<file path="src/rtl/serial_subtractor_pkg.sv">
// Shared ALU subtractor definitions: datapath width, FSM encodings, flag helper.
// Pure declarations; no timing or flow control.
package serial_subtractor_pkg;

    localparam int ALU_WIDTH = 8;

    typedef enum logic {
        ST_IDLE = 1'b0,
        ST_RUN  = 1'b1
    } state_t;

    // Two's-complement overflow of a subtraction, from operand sign bits and result sign bit.
    function automatic logic sub_signed_ovf(input logic a_msb, input logic b_msb, input logic d_msb);
        return (a_msb != b_msb) && (d_msb != a_msb);
    endfunction

endpackage

</file>
<file path="src/rtl/serial_subtractor_full_subtractor.sv">
// One-bit subtract cell: diff = a - b - bin with borrow out.
// Purely combinational, zero latency, no flow control.
module full_subtractor (
    input  logic a,
    input  logic b,
    input  logic bin,
    output logic diff,
    output logic bout
);

    assign diff = a ^ b ^ bin;
    assign bout = (~a & b) | (~(a ^ b) & bin);

endmodule

</file>
<file path="src/rtl/serial_subtractor.sv">
// Bit-serial A - B - Bin, LSB first, with borrow/zero/overflow flags.
// Done pulses WIDTH cycles after the accepting edge; start is ignored while busy.
module serial_subtractor
    import serial_subtractor_pkg::*;
#(
    parameter int WIDTH = ALU_WIDTH
) (
    input  logic             clk,
    input  logic             rst,
    input  logic             start,
    input  logic [WIDTH-1:0] A,
    input  logic [WIDTH-1:0] B,
    input  logic             Bin,
    output logic             busy,
    output logic             done,
    output logic [WIDTH-1:0] Diff,
    output logic             Bout,
    output logic             zero,
    output logic             ovf
);

    localparam int            CW   = $clog2(WIDTH) + 1;
    localparam logic [CW-1:0] LAST = CW'(WIDTH - 1);

    state_t           state;
    state_t           state_nxt;
    logic             load;
    logic             step;
    logic             last;

    logic [CW-1:0]    count;
    logic [WIDTH-1:0] a_sr;
    logic [WIDTH-1:0] b_sr;
    logic [WIDTH-1:0] res_sr;
    logic [WIDTH-1:0] res_nxt;
    logic             br;
    logic             a_msb;
    logic             b_msb;

    logic             bit_diff;
    logic             bit_bout;

    full_subtractor u_cell (
        .a    (a_sr[0]),
        .b    (b_sr[0]),
        .bin  (br),
        .diff (bit_diff),
        .bout (bit_bout)
    );

    // Result fills from the MSB side so bit 0 lands in place after WIDTH shifts.
    assign res_nxt = {bit_diff, res_sr[WIDTH-1:1]};
    assign busy    = (state == ST_RUN);

    always_comb begin
        state_nxt = state;
        load      = 1'b0;
        step      = 1'b0;
        last      = 1'b0;
        case (state)
            ST_IDLE: begin
                if (start) begin
                    load      = 1'b1;
                    state_nxt = ST_RUN;
                end
            end
            ST_RUN: begin
                step = 1'b1;
                if (count == LAST) begin
                    last      = 1'b1;
                    state_nxt = ST_IDLE;
                end
            end
        endcase
    end

    always_ff @(posedge clk) begin
        if (rst) begin
            state <= ST_IDLE;
        end else begin
            state <= state_nxt;
        end
    end

    always_ff @(posedge clk) begin
        if (rst) begin
            count  <= '0;
            a_sr   <= '0;
            b_sr   <= '0;
            res_sr <= '0;
            br     <= 1'b0;
            a_msb  <= 1'b0;
            b_msb  <= 1'b0;
            done   <= 1'b0;
            Diff   <= '0;
            Bout   <= 1'b0;
            zero   <= 1'b0;
            ovf    <= 1'b0;
        end else begin
            done <= 1'b0;
            if (load) begin
                a_sr  <= A;
                b_sr  <= B;
                br    <= Bin;
                a_msb <= A[WIDTH-1];
                b_msb <= B[WIDTH-1];
                count <= '0;
            end else if (step) begin
                a_sr   <= a_sr >> 1;
                b_sr   <= b_sr >> 1;
                br     <= bit_bout;
                res_sr <= res_nxt;
                count  <= count + CW'(1);
                // Visible outputs only move here, so partial results never leak out.
                if (last) begin
                    Diff <= res_nxt;
                    Bout <= bit_bout;
                    zero <= (res_nxt == '0);
                    ovf  <= sub_signed_ovf(a_msb, b_msb, res_nxt[WIDTH-1]);
                    done <= 1'b1;
                end
            end
        end
    end

endmodule

</file>
<file path="config.mk">
export PLATFORM = sky130hd
export DESIGN_NAME = serial_subtractor
export DESIGN_NICKNAME = d
export VERILOG_FILES = /design/src/rtl/serial_subtractor_pkg.sv /design/src/rtl/serial_subtractor_full_subtractor.sv /design/src/rtl/serial_subtractor.sv
export SDC_FILE = /design/constraint.sdc
export NUM_CORES = 1
export LEC_CHECK = 0
export CAP_MARGIN = 30
export CORE_ASPECT_RATIO = 0.8
export CORE_MARGIN = 3
export CORE_UTILIZATION = 46
export DETAILED_ROUTE_END_ITERATION = 8
export PLACE_DENSITY = 0.75
export SYNTH_ARGS = -nofsm -noshare
export SYNTH_HDL_FRONTEND = slang
export SYNTH_SLANG_ARGS = --single-unit
export TNS_END_PERCENT = 50
</file>
<file path="constraint.sdc">
create_clock -name clk -period 1.5 [get_ports clk]
set_input_delay 0.3 -clock clk [delete_from_list [all_inputs] [get_ports clk]]
set_output_delay 0.3 -clock clk [all_outputs]
set_load 0.1 [all_outputs]
</file>
==> metrics <==
Hold Path Class flop to flop; fin area 0.00240 sq mm; Setup crit start kind flop; CTS tree yes; CTS root buf clkbuf_8; Clock Latency Late Sink ~0.30 ns; Post-Layout Cell Count between 200 and 250; fin nets about 220; total I/O pin count 33; max cap viols 0; Ys Warns 0; Crit. End Element flop; Seq cells post-synth 43; routability cong. between 0.7 and 0.8; outcome completed; gr usage total 0.164; CTS H-tree depth 2; via count 1272; Crit-path slowest cell fa_2; commonest cells after routing, fill and taps aside dfxtp_1 (41), nor2_1 (25), mux2i_1 (24), clkdlybuf4s50_1 (19), buf_12 (15); most used cell, CP buf_4; VDD IR-drop max 0.000799 V; initial core utilization 0.498; filler cell count about 270; DRT Pass-1 Iters 4; M1 WL approximately 1.6 mm; n_diodes 0; Pleak around 1 nW; post-synthesis sequential area ratio 0.485; number of global-route vias before repair 1241; Final HPWL DP 2.43 mm; Hold Buf Count CTS 0; die area 0.00465 sq mm; WP data required ~1.7 ns; Clock Sinks 43; placed cell area roughly 0.0023 sq mm; combined area of the multi-input logic cells 848 sq um; vias per inst approximately 5.2; post-synth cell types 30; critical path arrival around 1.6 ns; fmax 691 MHz; grt total ovfl 0; skew final between 0.006 and 0.007 ns; Core Box Area 0.00357 sq mm; syn_area_per_cell 10.7 sq um; largest net degree at the start of global routing 38; layout cells sized above 1 0.257; crit-path cells inv_2 -> fa_2 -> buf_4 -> buf_4 -> a22o_1; Slew Limit Fails 0; number of remaining DRC errors 0; CP max stage delay 0.50 ns; clk buf depth 2; Mapped Cells 166; antenna violations before repair 0; Crit Path Class flop to flop; Syn Nets roughly 190; worst hold slack around 0.50 ns; Final min period between 1 and 1.5 ns; Power Dens Cells roughly 940 mW/mm^2; Synth-to-Final Area Change 35.2%; CP max FO 4; met3 routed WL ~110 um; Worst Max-Slew Pin Slew between 0.4 and 0.5 ns; row cnt 19; Setup WS post-layout ~0.052 ns; Wirelength per Cell ~14 um; first-pass GRT wire length between 5 and 6 mm; Chip Width approximately 75 um; Worst slew margin 0.712; Routed Antenna Nets 0; crit share post-route 0.965; # setup viols final 0; RSZ-0062 raised after global routing true; register area between 800 and 900 sq um; # placed instances approximately 240; met2 wire length ~1.6 mm; Die Y 61.6 um; pre-CTS WS -0.172 ns; Power Total roughly 2.3 mW; TritonCTS buffer count 5; top routing layer used met4; PortBufs 32; final hold vios 0; DR iter-0 viols 30; Syn Std Cell Area around 0.0018 sq mm; Clk pin slew, worst setup/hold paths ~0.08 ns; WL final roughly 3.4 mm; most common cell after layout, fill and taps aside dfxtp_1
[worst max-delay path, delay by kind of cell (launching register included)]
family,cells,cell delay (ns)
DFF,1,0.34
adders and majority gates,1,0.50
buffers and inverters,3,0.32
AOI/OAI and AO/OA,1,0.18
[synthesized netlist by cell type, drive strengths merged]
cell | count | area, sq um
a21oi | 5 | 25.0
mux2 | 14 | 158
a32o | 1 | 10.0
ha | 1 | 12.5
nor3b | 2 | 15.0
nand4b | 1 | 23.8
nor4 | 2 | 12.5
a211oi | 3 | 22.5
o21a | 1 | 7.51
dfxtp | 43 | 861
buf | 10 | 63.8
nor3 | 3 | 15.0
nor2 | 26 | 97.6
a21o | 1 | 7.51
clkbuf | 2 | 7.51
mux2i | 24 | 240
fa | 1 | 20.0
nand3b | 1 | 7.51
o21ai | 3 | 15.0
a22o | 9 | 78.8
nand3 | 1 | 5.00
xor2 | 1 | 8.76
inv | 3 | 11.3
nand2 | 3 | 11.3
nand2b | 1 | 6.26
nor2b | 4 | 32.5
[kinds of logic (layout without fill, tap and decap cells)]
group                      Yosys count  count (layout)  synth area share
adders and majority gates            2               2            0.0183
muxes                               38              38             0.224
xor gates and xnor gates             1               1           0.00493
buffers and inverters               15              51            0.0465
and+or+nand+nor                     44              44             0.128
DFF                                 43              43             0.485
AOI/OAI and AO/OA                   23              23            0.0937
[cell type report]
cell class	count	area share
sequential	43	0.361
multi-input combinational	108	0.353
timing repair buffer	40	0.223
clock buffer	5	0.0287
tap	42	0.0219
clock inverter	3	0.00782
inverter	3	0.00469
[metal layers]
metal | track usage | up-vias
li1 | - | 650
met1 | 0.199 | 598
met2 | 0.276 | 18
met3 | 0.0440 | 6
met4 | 0.0673 | 0
met5 | 0 | -
[what timing repair did]
action                                  in CTS  in global routing
buffers inserted                             1                  0
pin swaps                                    1                  2
endpoints found under the hold margin        0                  0
resized for setup                            2                  5
endpoints found under the setup margin      10                  2
[registers in the layout, summed over array words and instances, names as in the netlist, 4 cells and up]
| register | count |
|---|---|
| b_sr | 8 |
| res_sr | 7 |
| Diff | 8 |
| a_sr | 8 |
| count | 4 |
[where the power goes]
group | switching (mW) | internal, mW | leakage (nW)
Combinational | 0.142 | 0.183 | 0.602
Clock | 0.394 | 0.325 | 0.0445
Sequential | 0.0279 | 1.18 | 0.351
[path summary, 6_finish.rpt]
check | to | slack [ns] | from | depth (start not counted)
worst max-delay path | Diff[7] | 0.05 | b_sr[0] | 5
worst min-delay path | a_sr[4] | 0.50 | a_sr[5] | 2
worst max register to register | Diff[7] | 0.05 | b_sr[0] | 5
worst min register to register | a_sr[4] | 0.50 | a_sr[5] | 2
[through the flow]
stage | setup TNS (ns) | utilization
final | 0 | 0.673
after floorplan | 0 | -
after global routing | -0.0128 | 0.673
after CTS | 0 | 0.670
after global placement | -1.55 | 0.642
after detailed placement | -2.60 | 0.642
(Power assumes the default switching activity.)
